===== config.mk =====
export PLATFORM = sky130hd
export DESIGN_NAME = fifo_rd_packer
export DESIGN_NICKNAME = d
export VERILOG_FILES = /design/src/rtl/fifo_rd_packer.sv
export SDC_FILE = /design/constraint.sdc
export NUM_CORES = 1
export LEC_CHECK = 0
export BUFFER_PORTS_ARGS = -buffer_cell sky130_fd_sc_hd__buf_2
export CAP_MARGIN = 25
export CORE_ASPECT_RATIO = 1.5
export CORE_UTILIZATION = 40
export CTS_BUF_LIST = sky130_fd_sc_hd__clkbuf_4
export CTS_CLUSTER_DIAMETER = 30
export DETAILED_ROUTE_END_ITERATION = 7
export MAX_ROUTING_LAYER = met4
export PLACE_DENSITY = 0.6
export SLEW_MARGIN = 40
export SYNTH_ARGS = -nofsm -noshare
export SYNTH_HDL_FRONTEND = slang
export SYNTH_SLANG_ARGS = --single-unit

===== constraint.sdc =====
create_clock -name rclk -period 5.5 [get_ports rclk]
set_clock_uncertainty 0.15 [all_clocks]
set_input_delay 0 -clock rclk [delete_from_list [all_inputs] [get_ports rclk]]
set_output_delay 0 -clock rclk [all_outputs]
set_load 0.01 [all_outputs]

===== src/rtl/fifo_rd_packer.sv =====
// fifo_rd_packer
//   Read-side consumer for the async FIFO, living entirely in the rclk domain.
//   Pops show-ahead words whenever the FIFO is non-empty and there is room,
//   packs PACK consecutive words into one wide beat and presents it on a
//   valid/ready master stream. A flush pulse closes a partially filled beat
//   with a keep mask and m_last. One assembly register (acc) plus one output
//   register lets popping continue while a finished beat waits for m_ready.
//
// Parameters
//   DATA_SIZE  width of one FIFO word
//   PACK       words per output beat (1..8)
//   CNT_W      width of the pop_count statistics counter
//
// Ports
//   rclk       read-domain clock, all logic on posedge
//   rrst       synchronous active-high reset
//   rEmpty     FIFO empty flag
//   rData      FIFO head word, valid whenever rEmpty==0
//   rinc       pop strobe; one word consumed per rclk edge with rinc==1
//   flush      one-cycle request to close the current partial beat
//   m_valid    output beat valid
//   m_ready    downstream accepts when m_valid && m_ready at an edge
//   m_data     packed beat, lane i = m_data[i*DATA_SIZE +: DATA_SIZE]
//   m_keep     lane-valid mask, bit i set when lane i holds a real word
//   m_last     beat was closed by a flush
//   pop_count  total words popped, wraps silently

module fifo_rd_packer #(
  parameter int DATA_SIZE = 12,
  parameter int PACK      = 2,
  parameter int CNT_W     = 16
) (
  input  logic                      rclk,
  input  logic                      rrst,
  input  logic                      rEmpty,
  input  logic [DATA_SIZE-1:0]      rData,
  output logic                      rinc,
  input  logic                      flush,
  output logic                      m_valid,
  input  logic                      m_ready,
  output logic [DATA_SIZE*PACK-1:0] m_data,
  output logic [PACK-1:0]           m_keep,
  output logic                      m_last,
  output logic [CNT_W-1:0]          pop_count
);

  localparam int IDX_W  = $clog2(PACK + 1);
  localparam int BEAT_W = DATA_SIZE * PACK;
  localparam logic [IDX_W-1:0] IDX_FULL = IDX_W'(PACK);
  localparam logic [IDX_W-1:0] IDX_ONE  = IDX_W'(1);

  // idx counts words currently held in acc (0..PACK)
  logic [IDX_W-1:0]  idx;
  logic [IDX_W-1:0]  idx_nxt;
  logic [BEAT_W-1:0] acc;
  logic [BEAT_W-1:0] acc_nxt;
  logic              flush_pend;
  logic              flush_pend_nxt;

  logic              out_free;
  logic              acc_full;
  logic              close;
  logic              pop;
  logic [IDX_W-1:0]  lane;
  logic [PACK-1:0]   keep_nxt;

  // Beat closing and pop decision. A close frees acc in the same cycle, so a
  // full acc can still accept a word when its contents move to the output
  // register at this edge; that is what sustains one word per clock.
  always_comb begin
    out_free = !m_valid || m_ready;
    acc_full = (idx == IDX_FULL);
    close    = out_free && (acc_full || (flush_pend && (idx != '0)));
    pop      = !rrst && !rEmpty && !flush_pend && (!acc_full || close);
  end

  assign rinc = pop;

  // Next assembly state. Clearing acc on close keeps unpopulated lanes of
  // the next beat at zero; a same-cycle pop then lands in lane 0.
  always_comb begin
    lane    = close ? '0 : idx;
    acc_nxt = close ? '0 : acc;
    if (pop) begin
      for (int i = 0; i < PACK; i++) begin
        if (lane == IDX_W'(i)) begin
          acc_nxt[i*DATA_SIZE +: DATA_SIZE] = rData;
        end
      end
    end

    if (pop) begin
      idx_nxt = close ? IDX_ONE : (idx + IDX_ONE);
    end else begin
      idx_nxt = close ? '0 : idx;
    end
  end

  // keep mask for a closing beat: low idx lanes set
  always_comb begin
    keep_nxt = '0;
    for (int i = 0; i < PACK; i++) begin
      keep_nxt[i] = (IDX_W'(i) < idx);
    end
  end

  // A pending flush retires either when its beat closes or, with nothing
  // buffered, on the next edge without producing a beat. Further flush
  // pulses while pending are absorbed.
  always_comb begin
    if (flush_pend) begin
      flush_pend_nxt = !(close || (idx == '0));
    end else begin
      flush_pend_nxt = flush;
    end
  end

  always_ff @(posedge rclk) begin
    if (rrst) begin
      idx        <= '0;
      acc        <= '0;
      flush_pend <= 1'b0;
      m_valid    <= 1'b0;
      m_data     <= '0;
      m_keep     <= '0;
      m_last     <= 1'b0;
      pop_count  <= '0;
    end else begin
      idx        <= idx_nxt;
      acc        <= acc_nxt;
      flush_pend <= flush_pend_nxt;

      if (pop) begin
        pop_count <= pop_count + CNT_W'(1);
      end

      // output register only loads when free, so it holds under backpressure
      if (close) begin
        m_valid <= 1'b1;
        m_data  <= acc;
        m_keep  <= keep_nxt;
        m_last  <= flush_pend;
      end else if (m_ready) begin
        m_valid <= 1'b0;
      end
    end
  end

endmodule


==> reports/qor.yml <==
global_route:
  grt_util_met1: 0.213
  grt_pass1_wl_mm: 11.1
  grt_max_degree: 67
  overflow: 0
  use_met3: 0.0398
  grt_pass1_vias: 2379
  grt.busiest_layer: "met2"
  grtUsageTotal: 0.193
  antenna_found_initial: 0
  grtUsageMet2: 0.336
floorplanning:
  core-area_mm2: 0.00690
  num_rows: 37
  die_x_um: 71.3
  pin_count: 62
  start_util: 0.418
  dieArea_mm2: 0.00756
  die_height_um: 106
placement:
  post_dp_cell_area_mm2: 0.00319
  gp_congestion: 0.770
  placed_cells: 433
  numPortBuffers: 61
  dp_hpwl_mm: 4.50
synthesis:
  synthesis.area_mm2: 0.00288
  yosysUniqueCellTypes: 40
  ys_warn_count: 0
  syn_area_per_cell_um2: 9.13
  synthCells: 316
  yosysSeqAreaShare: 0.493
  synth_seq_cells: 71
  syn_nets: 336
clock_network:
  cts.path.max_buffers: 2
  cts-resized-gates: 0
  cts_tree: "built"
  h-tree-depth: 3
  cts-root-buf: "clkbuf_4"
  cts_num_sinks: 71
  worstSkewPairLatency_ns: 0.40
  cts_made_buffers: 9
  clkTransAtPathRegs_ns: 0.11
critical_path:
  worstPathRequired_ns: 5.70
  r2r_slack_ns: 3.30
  cp-end-kind: "flip-flop"
  critical_path_arrival_ns: 2.40
  cp_top_family: "compound AO/OA/AOI/OAI gates"
  crit_fanout: 12
  worstReg2RegStart: "idx[0]"
  crit_path_start_kind: "flip-flop"
  setup.worst_path.class: "reg -> reg"
  critPathBufInv: 1
  cp_slowest_cell: "a21oi_2"
  startpoint: "idx[0]"
  worst_path_largest_cell_delay_ns: 0.49
  cp_cell_sequence: "inv_1 > ha_1 > nor2_1 > nand2_1 > a21oi_2 > a22o_1"
power:
  total_power_uw: 1020
  worst_ir_drop_vdd_v: 0.000184
  p_per_area_mw_per_mm2: 290
  leakagePower_uw: 0.00138
route:
  detail_route.first_pass.iterations: 6
  drcViolationCount: 1
  vias: 2482
  viasPerCell: 5.36
  ant_nets: 0
  wirelength_mm: 6.75
  first_iter_violations: 100
  wl_per_cell_um: 14.6
final_layout:
  final_cell_area_mm2: 0.00352
  mostFrequentLayoutCells: "dfxtp_1 (71), buf_2 (61), nand2_1 (56)"
  final_layout_size_suffix_gt1_frac: 0.239
  syn_to_final_growth_pct: 22.1
  regArea_mm2: 0.00142
  final_cells: 463
  final_common_cell: "dfxtp_1"
  antenna_cells: 0
  nets: 401
  fillers: 670
  multi_input_area_mm2: 0.00135
timing:
  finalCriticalPeriod_ns: 2.20
  rsz0062_at_grt: "no"
  maxSlewHeadroom: 0.550
  finalSetupViolations: 0
  hold_viol: 0
  tightest_slew_ns: 0.673
  max_freq_mhz: 456
  layout_worst_path_cycle_share: 0.399
  drv_slew: 0
  final.setup.tns_ns: 0
outcome:
  status: "finished, violations left"
  violations: "DRC"
job:
  maxCapViolCount: 0
worst_hold_path:
  min-delay-start: "rrst"
  hold_class: "in -> reg"
[flip-flops by register name, summed over array words and instances, names as in the netlist]
| register | count |
|---|---|
| pop_count | 16 |
| idx | 2 |
| m_data | 24 |
| m_keep | 2 |
| flush_pend | 1 |
| m_valid | 1 |
| m_last | 1 |
| acc | 24 |
[worst reg2reg max path, stage by stage (launching register included)]
cell	delay [ns]
dfxtp_1	0.47
inv_1	0.15
ha_1	0.28
nor2_1	0.26
nand2_1	0.11
a21oi_2	0.49
a22o_1	0.23
[through the flow]
| step | util | worst slack, ns | hold WS [ns] |
|---|---|---|---|
| finish | 0.511 | 3.30 | 0.0615 |
| global placement | 0.461 | 3.09 | 0.0920 |
| floorplan | - | 3.65 | -0.0174 |
| global route | 0.511 | 3.16 | 0.0593 |
| detailed placement | 0.463 | 3.27 | 0.0973 |
| CTS | 0.511 | 3.32 | 0.0415 |
[area by class of cell]
| cell class | count | area share |
|---|---|---|
| sequential | 71 | 0.404 |
| clock inverter | 6 | 0.0313 |
| clock buffer | 9 | 0.0192 |
| multi-input combinational | 219 | 0.383 |
| tap | 78 | 0.0277 |
| inverter | 2 | 0.00213 |
| timing repair buffer | 78 | 0.134 |
[per-layer routing]
metal / routed length (µm) / share of wire
met1: 2800 / 0.42
met2: 3620 / 0.54
met3: 208 / 0.031
met4: 120 / 0.018
met5: 0 / 0
[logic make-up after synthesis]
logic type               after synthesis  synth area share
AND/OR/NAND/NOR                      125             0.230
AO/OA/AOI/OAI                         83             0.188
flip-flops                            71             0.493
buffers and inverters                 26            0.0464
multiplexers                           8            0.0299
adder cells (fa/ha/maj)                3            0.0130
[power by group]
group          leakage, µW  total, µW  switching, µW  internal [µW]
Sequential        0.000575        536           9.22            527
Combinational     0.000716       73.3           43.2           30.1
Clock            0.0000896        412            185            227
[synth_stat cells, drive strengths merged]
master	instances	area share
o31ai	8	0.021
a22oi	12	0.031
clkbuf	7	0.0091
nand2b	5	0.013
o211ai	2	0.0052
and3	4	0.0087
a32oi	1	0.0030
or4	8	0.021
a211oi	2	0.0052
nor4b	2	0.013
nor2	20	0.026
nand3	6	0.010
nor2b	5	0.011
ha	3	0.013
dfxtp	71	0.49
and4	2	0.0061
nor3	1	0.0035
nand4	6	0.013
mux2	5	0.020
a311oi	1	0.0030
inv	2	0.0026
nor4	3	0.016
nand3b	1	0.0026
mux2i	3	0.010
a22o	12	0.036
buf	17	0.035
a21oi	40	0.071
o21ai	4	0.0069
and2	2	0.0043
or3	2	0.0043
o21a	1	0.0052
nand2	58	0.076
[final timing paths]
| kind | cells after the start | endpoint |
|---|---|---|
| setup / recovery | 6 | acc[3] |
| hold / removal | 3 | acc[14] |
| setup reg to reg | 6 | acc[3] |
| hold reg to reg | 2 | m_data[15] |
[timing repair]
item | in CTS | in global routing
hold endpoints to repair | 31 | 0
hold buffers | 15 | 0
setup buffers | 0 | 0
(Power assumes the default switching activity.)
